### src/rtl/rm_decouple_pkg.sv
// Shared types and constants for the RM LED decoupler.
// Optional blink behaviour is selected by DECOUPLE_BLINK_EN in rm_led_decoupler.
package rm_decouple_pkg;

    typedef enum logic [1:0] {
        StPass,
        StHold,
        StRelease,
        StSettle
    } dec_state_e;

    localparam int unsigned DataWDefault = 16;
    localparam int unsigned ReconfCntW   = 8;
    localparam logic [ReconfCntW-1:0] ReconfCntMax = '1;

    function automatic int unsigned max_u(input int unsigned a, input int unsigned b);
        return (a > b) ? a : b;
    endfunction

endpackage

### src/rtl/blink_tick_gen.sv
// Free-running divider: one-cycle tick every DIV cycles, restarted by a synchronous clear.
module blink_tick_gen #(
    parameter int unsigned DIV = 5_000_000
) (
    input  logic sys_clk,
    input  logic sys_rst_n,
    input  logic clr,
    output logic tick
);

    localparam int unsigned CntW = $clog2(DIV + 1);
    localparam logic [CntW-1:0] CntLast = CntW'(DIV - 1);

    logic [CntW-1:0] cnt_q, cnt_d;

    assign tick = (cnt_q == CntLast);

    always_comb begin
        cnt_d = cnt_q + CntW'(1);
        if (clr || tick) begin
            cnt_d = '0;
        end
    end

    always_ff @(posedge sys_clk or negedge sys_rst_n) begin
        if (!sys_rst_n) begin
            cnt_q <= '0;
        end else begin
            cnt_q <= cnt_d;
        end
    end

endmodule

### src/rtl/rm_led_decoupler.sv
// Static-region LED output stage that isolates the reconfigurable LED module during rewrite.
// Define DECOUPLE_BLINK_EN to blink the frozen pattern while the RM is isolated.
module rm_led_decoupler
    import rm_decouple_pkg::*;
#(
    parameter int unsigned DATA_W        = DataWDefault,
    parameter int unsigned RST_CYCLES    = 16,
    parameter int unsigned SETTLE_CYCLES = 1024,
    parameter int unsigned BLINK_DIV     = 5_000_000
) (
    input  logic                  sys_clk,
    input  logic                  sys_rst_n,
    input  logic [DATA_W-1:0]     rm_led,
    input  logic                  decouple_req,
    output logic                  decouple_ack,
    output logic                  rm_rst_n,
    output logic [DATA_W-1:0]     led,
    output logic [ReconfCntW-1:0] reconf_cnt
);

    localparam int unsigned CntW = $clog2(max_u(RST_CYCLES, SETTLE_CYCLES) + 1);
    localparam logic [CntW-1:0] RstLast    = CntW'(RST_CYCLES - 1);
    localparam logic [CntW-1:0] SettleLast = CntW'(SETTLE_CYCLES - 1);

    dec_state_e            state_q, state_d;
    logic [CntW-1:0]       cnt_q, cnt_d;
    logic [DATA_W-1:0]     pattern_q, pattern_d;
    logic [DATA_W-1:0]     led_q, led_d;
    logic                  ack_q, ack_d;
    logic                  rm_rst_n_q, rm_rst_n_d;
    logic                  armed_q, armed_d;
    logic [ReconfCntW-1:0] reconf_q, reconf_d;

    always_comb begin
        state_d   = state_q;
        cnt_d     = cnt_q;
        pattern_d = pattern_q;
        armed_d   = armed_q;
        reconf_d  = reconf_q;

        unique case (state_q)
            StPass: begin
                if (decouple_req) begin
                    state_d = StHold;
                    cnt_d   = '0;
                    armed_d = 1'b1;
                end else begin
                    pattern_d = rm_led;
                end
            end
            StHold: begin
                if (!decouple_req) begin
                    state_d = StRelease;
                    cnt_d   = '0;
                end
            end
            StRelease: begin
                if (decouple_req) begin
                    state_d = StHold;
                    cnt_d   = '0;
                    armed_d = 1'b1;
                end else if (cnt_q == RstLast) begin
                    state_d = StSettle;
                    cnt_d   = '0;
                end else begin
                    cnt_d = cnt_q + CntW'(1);
                end
            end
            StSettle: begin
                if (decouple_req) begin
                    state_d = StHold;
                    cnt_d   = '0;
                    armed_d = 1'b1;
                end else if (cnt_q == SettleLast) begin
                    state_d = StPass;
                    cnt_d   = '0;
                    // Only a release that followed a real HOLD counts as a reconfiguration.
                    if (armed_q && (reconf_q != ReconfCntMax)) begin
                        reconf_d = reconf_q + ReconfCntW'(1);
                    end
                    armed_d = 1'b0;
                end else begin
                    cnt_d = cnt_q + CntW'(1);
                end
            end
            default: begin
                state_d = StRelease;
                cnt_d   = '0;
            end
        endcase

        ack_d      = (state_d == StHold);
        rm_rst_n_d = (state_d == StPass) || (state_d == StSettle);
    end

`ifdef DECOUPLE_BLINK_EN
    logic blink_clr;
    logic blink_tick;
    logic vis_q, vis_d;

    assign blink_clr = (state_q == StPass);

    blink_tick_gen #(
        .DIV(BLINK_DIV)
    ) u_blink_tick_gen (
        .sys_clk  (sys_clk),
        .sys_rst_n(sys_rst_n),
        .clr      (blink_clr),
        .tick     (blink_tick)
    );

    // Phase restarts visible whenever PASS is left.
    always_comb begin
        vis_d = vis_q;
        if (state_q == StPass) begin
            vis_d = 1'b1;
        end else if (blink_tick) begin
            vis_d = ~vis_q;
        end
    end

    always_ff @(posedge sys_clk or negedge sys_rst_n) begin
        if (!sys_rst_n) begin
            vis_q <= 1'b1;
        end else begin
            vis_q <= vis_d;
        end
    end

    assign led_d = ((state_d != StPass) && !vis_d) ? '0 : pattern_d;
`else
    assign led_d = pattern_d;
`endif

    always_ff @(posedge sys_clk or negedge sys_rst_n) begin
        if (!sys_rst_n) begin
            state_q    <= StRelease;
            cnt_q      <= '0;
            pattern_q  <= '0;
            led_q      <= '0;
            ack_q      <= 1'b0;
            rm_rst_n_q <= 1'b0;
            armed_q    <= 1'b0;
            reconf_q   <= '0;
        end else begin
            state_q    <= state_d;
            cnt_q      <= cnt_d;
            pattern_q  <= pattern_d;
            led_q      <= led_d;
            ack_q      <= ack_d;
            rm_rst_n_q <= rm_rst_n_d;
            armed_q    <= armed_d;
            reconf_q   <= reconf_d;
        end
    end

    assign decouple_ack = ack_q;
    assign rm_rst_n     = rm_rst_n_q;
    assign led          = led_q;
    assign reconf_cnt   = reconf_q;

endmodule
### config.mk
export PLATFORM = sky130hd
export DESIGN_NAME = rm_led_decoupler
export DESIGN_NICKNAME = d
export VERILOG_FILES = /design/src/rtl/rm_decouple_pkg.sv /design/src/rtl/blink_tick_gen.sv /design/src/rtl/rm_led_decoupler.sv
export SDC_FILE = /design/constraint.sdc
export NUM_CORES = 1
export LEC_CHECK = 0
export ABC_AREA = 0
export CAP_MARGIN = 20
export CORE_ASPECT_RATIO = 0.9
export CORE_MARGIN = 3
export CORE_UTILIZATION = 45
export DETAILED_ROUTE_END_ITERATION = 10
export GPL_TIMING_DRIVEN = 0
export PLACE_DENSITY = 0.76
export SKIP_CTS_REPAIR_TIMING = 1
export SLEW_MARGIN = 15
export SYNTH_ARGS = -nofsm -noshare
export SYNTH_HDL_FRONTEND = slang
export SYNTH_SLANG_ARGS = --single-unit
export TNS_END_PERCENT = 50
### constraint.sdc
create_clock -name sys_clk -period 1.9 [get_ports sys_clk]
set_input_delay 0.38 -clock sys_clk [delete_from_list [all_inputs] [get_ports sys_clk]]
set_output_delay 0.38 -clock sys_clk [all_outputs]
set_load 0.005 [all_outputs]
==> results of run 1 <==
## worst paths after layout
check,endpoint,startpoint,depth (start not counted)
worst min register to register,led[4]$_DFFE_PN0P_,led[4]$_DFFE_PN0P_,1
min in group sys_clk,armed_q$_DFFE_PN0P_,decouple_req,3
max in group asynchronous,state_q[1]$_DFF_PN1_,sys_rst_n,2
worst min-delay path,reconf_cnt[6]$_DFFE_PN0P_,sys_rst_n,1
worst max-delay path,cnt_q[7]$_DFFE_PN0P_,cnt_q[0]$_DFFE_PN0P_,5
worst max register to register,cnt_q[7]$_DFFE_PN0P_,cnt_q[0]$_DFFE_PN0P_,5
## power by group
group	total [uW]	internal (uW)	leakage (uW)	switching, uW
Sequential	1050	973	0.000499	72.7
Clock	725	429	0.0000614	295
Combinational	505	325	0.000582	181
## per-stage QoR
step	setup TNS, ns	hold slack, ns	area, sq um	util [%]
floorplan	-0.05117	0.08441	1952	-
global placement	-20.14	0.4826	2440	62.32
detailed placement	-3.353	0.3234	2462	62.90
CTS	-3.463	0.005156	2584	66.00
global route	-0.7828	0.01360	2668	68.14
finish	-0.2014	-0.003798	2668	68.14
## kinds of logic after synthesis
kind of cell	after synthesis	synth area share, %
xor gates and xnor gates	10	4.528
buffers and inverters	14	2.975
and+or+nand+nor	61	17.46
muxes	18	10.61
DFF	40	51.81
AOI/OAI and AO/OA	29	10.67
adders and majority gates	3	1.941
## cells in the final DEF, fill, tap and decap left out, types with 4 or more instances in the layout
master	instances
clkdlybuf4s50_1	42
dfrtp_1	38
mux2_2	16
nand2_1	10
nor3_1	9
inv_1	8
o21ai_0	8
nand3_1	7
nor2_1	7
xor2_1	7
clkbuf_8	6
and3_1	4
a221oi_1	4
## cell type report
cell class	count	area (sq um)	share of cell area, %
clock inverters	2	38.79	1.454
well taps	46	57.56	2.158
multi-input cells	121	954.7	35.79
plain buffers	5	25.02	0.9381
repair buffers	47	475.5	17.82
inverters	8	30.03	1.126
clock buffers	6	82.58	3.096
flip-flops and latches	40	1003	37.62
## sequential cells by signal (all words and copies together), names as in the netlist
name	count
armed_q	1
cnt_q	11
decouple_ack	1
led	16
reconf_cnt	8
rm_rst_n	1
state_q	2
## per-layer routing
layer / GRT usage (%) / wire length [um]
met3: 4.552 / 255
met1: 21.79 / 1869
met2: 28.91 / 2171
met4: 7.333 / 63
met5: 0 / 0
==> run metrics, run 1 <==
worst vdd rail ir drop between 0.6 and 0.7 mV; Final Hold Vio Count 5; vias in the first global route ~1500; number of max-cap violations 0; total track usage between 10% and 20%; CP Data Arrival Time around 2.1 ns; overall power approximately 2300 uW; Hold Path Class input pin to async pin; diodes inserted 0; Worst setup SP type flop; Worst path top cell family by delay simple AND/OR/NAND/NOR gates; clk root buf clkbuf_8; final cell count without fillers 275; CTS Buf Count 5; CTS Buffer Depth 2; first-pass GRT wire length about 6800 um; ANT nets after route 0; failing checks hold timing, setup timing; PwrDens ~850 mW/mm^2; post-DP HPWL roughly 3200 um; Post-Syn Nets 197; worst slew pin tran roughly 0.58 ns; cell count after synthesis approximately 180; Sink Count 40; unrepaired setup endpoints after global routing yes; H-tree depth 2; Starting Density between 40 and 50%; wire length per cell 15.85 um; Synth Flop Type dfrtp_1; Area contributors post-synth dfrtp_1 (50%), mux2_2 (9.3%), xor2_1 (3.2%); DR DRC count 0; critical path, cell by cell ha_4 > nand4_4 > or4_4 > a221oi_1 > o21ai_0; TritonCTS clock tree done; skew final just under 0.008 ns; initial antenna violation count 0; # rows 21; Avg Cell Area, Syn ~11 sq um; die height between 60 and 70 um; Worst-Skew Late Latency a little under 0.3 ns; post-synth cell types 46; Synth area leader dfrtp_1; 1st-pass router iterations 4; R2R setup slack -0.09 ns; layout cells sized above 1 a little over a fifth; Worst Setup Slack, final -0.08842 ns; Yosys reg bits 40; area delta synth->final 37.90%; minimum clock period a little under 2 ns; max-slew violations 0; most instantiated library cell after synthesis dfrtp_1; relative slew slack about three fifths; Port Buffers between 40 and 50; largest stage delay on the critical path between 0.5 and 0.6 ns; GP Congestion between 0.8 and 0.9; Slowest-stage cell, CP or4_4; Via Count 1549; critical path class flop to flop; drt total wl ~4400 um; initial DRC count 91; worst path bufs/invs 0; Final setup violation count 4; crit-path max FO 5; Final nets 250; Avg Vias per Cell about 5.6; Leak Pwr about 0.0011 uW; cell area after synthesis roughly 0.0019 sq mm; status complete, but fails checks; I/O pins between 40 and 50; top cell type's share of synthesized area roughly half; DP Cell Count about 270; largest net degree at the start of global routing 27; Worst Path Required 2.05 ns; Commonest cells post-synth dfrtp_1 (39), mux2_2 (16), nand2_1 (10), nor3_1 (10), o21ai_0 (9); fillers roughly 290; asr flop ratio synth 100.0%; Yosys warnings 0; total grt overflow 0; number of flops mapped to enable cells by yosys 0; DIE AREA 0.005123 sq mm; hold_ws -0.003798 ns; Die W between 70 and 80 um; fmax 0.5029 GHz; Tcrit/Tclk final 104.7%; Setup WS pre-CTS -0.1897 ns; Crit. End Element flop; core footprint between 0.003 and 0.004 sq mm; clk slew on worst S/H paths roughly 0.080 ns; Seq/Total Area, Yosys between 50 and 60%
(Power assumes the default switching activity.)
==> run 2, diff against run 1 <==
--- a/config.mk
+++ b/config.mk
@@ -6,7 +6,6 @@
 export NUM_CORES = 1
 export LEC_CHECK = 0
 export ABC_AREA = 0
-export CAP_MARGIN = 20
 export CORE_ASPECT_RATIO = 0.9
 export CORE_MARGIN = 3
 export CORE_UTILIZATION = 45
==> results of run 2 <==
The final DEF is identical to that of run 1; final timing and power are the same.
==> run 3, diff against run 2 <==
--- a/config.mk
+++ b/config.mk
@@ -9,6 +9,7 @@
 export CORE_ASPECT_RATIO = 0.9
 export CORE_MARGIN = 3
 export CORE_UTILIZATION = 45
+export CTS_CLUSTER_DIAMETER = 200
 export DETAILED_ROUTE_END_ITERATION = 10
 export GPL_TIMING_DRIVEN = 0
 export PLACE_DENSITY = 0.76
==> results of run 3 <==
The final DEF is identical to that of run 1; final timing and power are the same.
==> patch 1: new RTL, config.mk and constraints of run 2 <==
The 4 states of `dec_state_e` get a one-hot encoding in 4 bits.
--- a/src/rtl/rm_decouple_pkg.sv
+++ b/src/rtl/rm_decouple_pkg.sv
@@ -3,9 +3,9 @@
 package rm_decouple_pkg;
 
-    typedef enum logic [1:0] {
-        StPass,
-        StHold,
-        StRelease,
-        StSettle
+    typedef enum logic [3:0] {
+        StPass    = 4'b0001,
+        StHold    = 4'b0010,
+        StRelease = 4'b0100,
+        StSettle  = 4'b1000
     } dec_state_e;
 
Behaviour: no difference found for any inputs over 10 cycles, from zero or initial values and one cycle with sys_rst_n low; not proved beyond that.
==> patch 1 against run 2 <==
Sequential cell count up 2; design area up 6.9%; wire length up 3.6%; synthesized area up 3.5%; sequential power down 5%; power down 5.4%; global-route usage down 1.3 points; non-clock buffer count up 12; via count up 3.3%; clock skew down 0.00055 ns; worst setup slack better by 0.13 ns.
==> patch 1: results (changes against run 2) <==
status finished clean (was complete, but fails checks); Unique masters post-synth 42 (was 46); number of buffers added on ports 44 (was 43); Worst Setup SP state_q[1] (was cnt_q[0]); Via-to-Cell Ratio 5.41 (was 5.63); Mean Syn Cell Area 11.6 µm² (was 11.1 µm²); clk buf depth 2 (unchanged); max FFs per register 16 (unchanged); post-DP HPWL 2950 µm (was 3160 µm); worst hold path class input port to asynchronous set/reset pin (unchanged); Syn Nets 193 (was 197); synth cell count leaders dfrtp_1, mux2_2, nand2_1 (was dfrtp_1, mux2_2, nand2_1, nor3_1, o21ai_0); Worst VDD drop 0.000725 V (was 0.000675 V); crit path capture cnt_q[2] (was cnt_q[7]); DR WL/cell 15.3 µm (was 15.9 µm); CTS root buffer clkbuf_8 (unchanged); pin count of the biggest net entering global routing 23 (was 27); Antenna Cells 0 (unchanged); dpl cells 277 (was 265); cell family with most CP delay compound AO/OA/AOI/OAI gates (was simple AND/OR/NAND/NOR gates); Pre-antenna DRT Iters 4 (unchanged); global-route wire length before repair 7050 µm (was 6780 µm); routed vias 1600 (was 1549); CP max FO 7 (was 5); CTS H-tree depth 2 (unchanged); Leak Pwr 1.32 nW (was 1.14 nW); Synth Warn # 0 (unchanged); Skew-Pair Late Insertion Delay 0.30 ns; asr flop ratio synth 1.00 (unchanged); vias in the first global route 1474 (was 1506); DR iter-0 viols 57 (was 91); slowest library cell on the worst path or4_4 (unchanged); final net count 256 (was 250); Slew @ Worst Pin 0.502 ns (was 0.584 ns); largest cells by area after synthesis dfrtp_1, mux2_2, and3_1 (was dfrtp_1, mux2_2, xor2_1); sequential area share after synthesis 0.526 (was 0.518); global placer's final weighted congestion 0.855 (was 0.867); Most used DFF post-synth dfrtp_1 (unchanged); share of layout cells above drive strength 1 0.288 (was 0.210); total CTS buffers 5 (unchanged); initial antenna violation count 0 (unchanged); GRT Util Overall 0.162 (was 0.175); R2R Setup Slk 0.04 ns (was -0.09 ns); Clock Skews 0.00733 ns (was 0.00788 ns); clk slew on worst S/H paths 0.09 ns; R2R depth 6 (was 5); Worst Path Arrival 2.10 ns (was 2.13 ns); critical path's largest stage delay 0.53 ns (was 0.59 ns)
patch 1: cell families after synthesis:
group                    share of synthesized area
AO/OA/AOI/OAI                                0.121
AND/OR/NAND/NOR                              0.180
adder cells (fa/ha/maj)                     0.0125
flip-flops                                   0.526
buffers and inverters                       0.0300
XOR/XNOR                                    0.0350
multiplexers                                0.0956
patch 1: how the worst min path moves through the flow:
stage,startpoint,cells past startpoint,slack (ns),end
after global routing,sys_rst_n,1,0.06,led[4]
after CTS,sys_rst_n,1,0.05,led[4]
after detailed placement,sys_rst_n,1,0.38,led[4]
final,sys_rst_n,1,0.04,led[4]
after global placement,armed_q,1,0.48,armed_q
after floorplan,sys_rst_n,0,0.08,armed_q
patch 1: per-stage QoR:
step           setup TNS (ns)  worst slack [ns]  instance area [µm²]
3_3_place_gp           -37.66            -0.610                 2520
2_1_floorplan               0            0.0287                 2000
6_report                    0            0.0415                 2850
3_5_place_dp           -13.45            -0.584                 2540
5_1_grt                -0.212           -0.0246                 2850
4_1_cts                 -4.35            -0.249                 2630
patch 1: power breakdown:
group	internal (mW)	switching, mW	leakage [nW]	total [mW]
logic	0.306	0.266	0.701	0.573
clock network	0.258	0.324	0.0441	0.582
registers	0.947	0.0511	0.571	0.998
patch 1: area by class of cell:
| class | instances | area, µm² |
|---|---|---|
| clock inverters | 3 | 21.3 |
| plain buffers | 8 | 77.6 |
| well taps | 60 | 75.1 |
| fillers | 328 | 1330 |
| inverters | 2 | 7.51 |
| clock buffers | 5 | 68.8 |
| flip-flops and latches | 42 | 1050 |
| repair buffers | 56 | 548 |
| multi-input cells | 120 | 1000 |
patch 1: layer usage:
metal	global-route usage	wire length, µm	share of wire	vias up
met4	0.0423	69	0.015	0
met5	0	0	0	-
met1	0.227	2160	0.48	766
met2	0.244	2010	0.44	51
li1	-	-	-	772
met3	0.0506	277	0.061	11
==> patch 2: new RTL, config.mk and constraints of run 2 <==
Made on the original files. Build with the macro `DECOUPLE_BLINK_EN` defined.
--- a/src/rtl/rm_led_decoupler.sv
+++ b/src/rtl/rm_led_decoupler.sv
@@ -1,4 +1,6 @@
 // Static-region LED output stage that isolates the reconfigurable LED module during rewrite.
 // Define DECOUPLE_BLINK_EN to blink the frozen pattern while the RM is isolated.
+`define DECOUPLE_BLINK_EN
+
 module rm_led_decoupler
     import rm_decouple_pkg::*;
Formal check against the unedited RTL: no difference found for any inputs over 10 cycles, from zero or initial values and one cycle with sys_rst_n low; that may be too few to reach the edited logic, so the function may still have changed.
==> patch 2 against run 2 <==
Sequential cell count grew 40; critical path type unchanged; synthesized area grew 86%; sequential power up 98%; design area up 72%; wire length rose by 63%; power is 78% higher; highest routed layer unchanged; critical endpoint is now led[2]; worst setup slack worse by 0.26 ns; via count up 70%; largest power group unchanged; the run ends with negative setup slack left.
==> patch 2: results (changes against run 2) <==
Clock Skews 0.0121 ns (was 0.00788 ns); final wirelength 7090 µm (was 4360 µm); setup_tns -7.08 ns (was -0.201 ns); CTS H-tree depth 3 (was 2); Synth Area in Adders 0.0174 (was 0.0194); Final ANT Viol Nets 0 (unchanged); global placer's final weighted congestion 0.823 (was 0.867); Slew headroom 0.651 (was 0.609); vias in the first global route 2498 (was 1506); critical path's largest stage delay 0.55 ns (was 0.59 ns); layout filler cell count 639 (was 292); # setup viols final 43 (was 4); total CTS buffers 9 (was 5); global-route wire length before repair 11600 µm (was 6780 µm); met3 usage 0.0463 (was 0.0455); GRT Util Overall 0.157 (was 0.175); Leak Pwr 1.97 nW (was 1.14 nW); status complete, but fails checks (unchanged); Mean Syn Cell Area 11.2 µm² (was 11.1 µm²); final net count 414 (was 250); max FFs per register 23 (was 16); DR WL/cell 14.4 µm (was 15.9 µm); dpl cells 462 (was 265); share of layout cells above drive strength 1 0.187 (was 0.210); final worst-path setup slack -0.351 ns (was -0.0884 ns); met1 GRT Util 0.213 (was 0.218); Worst Path Arrival 2.50 ns (was 2.13 ns); Syn Nets 346 (was 197); synth cell count leaders dfrtp_1, nor2_1, nand2_1 (was dfrtp_1, mux2_2, nand2_1, nor3_1, o21ai_0); largest cells by area after synthesis dfrtp_1, mux2_2, xnor2_1 (was dfrtp_1, mux2_2, xor2_1); mux cell area share after synthesis 0.0531 (was 0.106); Skew-Pair Late Insertion Delay 0.35 ns (was 0.29 ns); Synth Warn # 0 (unchanged); met2 usage 0.238 (was 0.289); failing checks negative setup slack (was negative hold slack, negative setup slack); complex-gate fraction of the synthesized area 0.0983 (was 0.107); DR iter-0 viols 133 (was 91); sequential area share after synthesis 0.556 (was 0.518); pin count of the biggest net entering global routing 61 (was 27); CP max FO 7 (was 5)
patch 2: changes by cell type in the layout (fill, tap and decap cells not counted), moves of 6 or more:
cell | run 2 | this run
dfrtp_1 | 38 | 77
nor2_1 | 7 | 33
a22o_1 | 0 | 18
xnor2_1 | 3 | 21
nand2_1 | 10 | 23
buf_4 | 3 | 14
nand3_1 | 7 | 15
nor4_1 | 1 | 8
nand4_1 | 2 | 8
patch 2: area by class of cell:
| type | count | area [µm²] | area share |
|---|---|---|---|
| clock buffer | 9 | 124 | 0.0271 |
| sequential | 80 | 2010 | 0.438 |
| inverter | 8 | 30.0 | 0.00656 |
| timing repair buffer | 57 | 563 | 0.123 |
| clock inverter | 7 | 76.3 | 0.0167 |
| multi-input combinational | 221 | 1590 | 0.347 |
| buffer | 13 | 71.3 | 0.0156 |
| tap | 96 | 120 | 0.0262 |
patch 2: cells by family after synthesis:
| family | count (synthesis) |
|---|---|
| compound gates | 46 |
| xor+xnor | 30 |
| fa+ha+maj | 5 |
| buf+inv | 21 |
| flops | 80 |
| mux | 17 |
| simple gates | 123 |
patch 2: path summary, 6_finish.rpt:
check,depth (start not counted),startpoint,to,slack (ns)
setup / recovery,9,cnt_q[6],led[2],-0.35
hold / removal,2,sys_rst_n,led[2],0.44
min in group sys_clk,3,decouple_req,armed_q,0.47
setup reg to reg,9,cnt_q[6],led[2],-0.35
max in group asynchronous,3,sys_rst_n,state_q[1],0.85
hold reg to reg,1,pattern_q[15],led[15],0.48
patch 2: power breakdown:
part	leakage, nW	internal (mW)	total [mW]	switching [mW]
combinational	0.844	0.428	0.707	0.279
clock	0.102	0.620	1.26	0.644
sequential	1.02	1.94	2.08	0.147
patch 2: metrics by stage:
stage	area (µm²)	power, mW	util
after floorplan	3620	2.42	-
after global placement	4180	2.72	0.545
after detailed placement	4200	2.76	0.549
after CTS	4400	4.04	0.575
after global routing	4580	4.27	0.598
final	4580	4.05	0.598
patch 2: layer usage:
metal  up-vias  wire length, µm
met3        12              447
met2        79             3230
met1      1268             3290
li1       1278                -
met5         -                0
met4         0              113
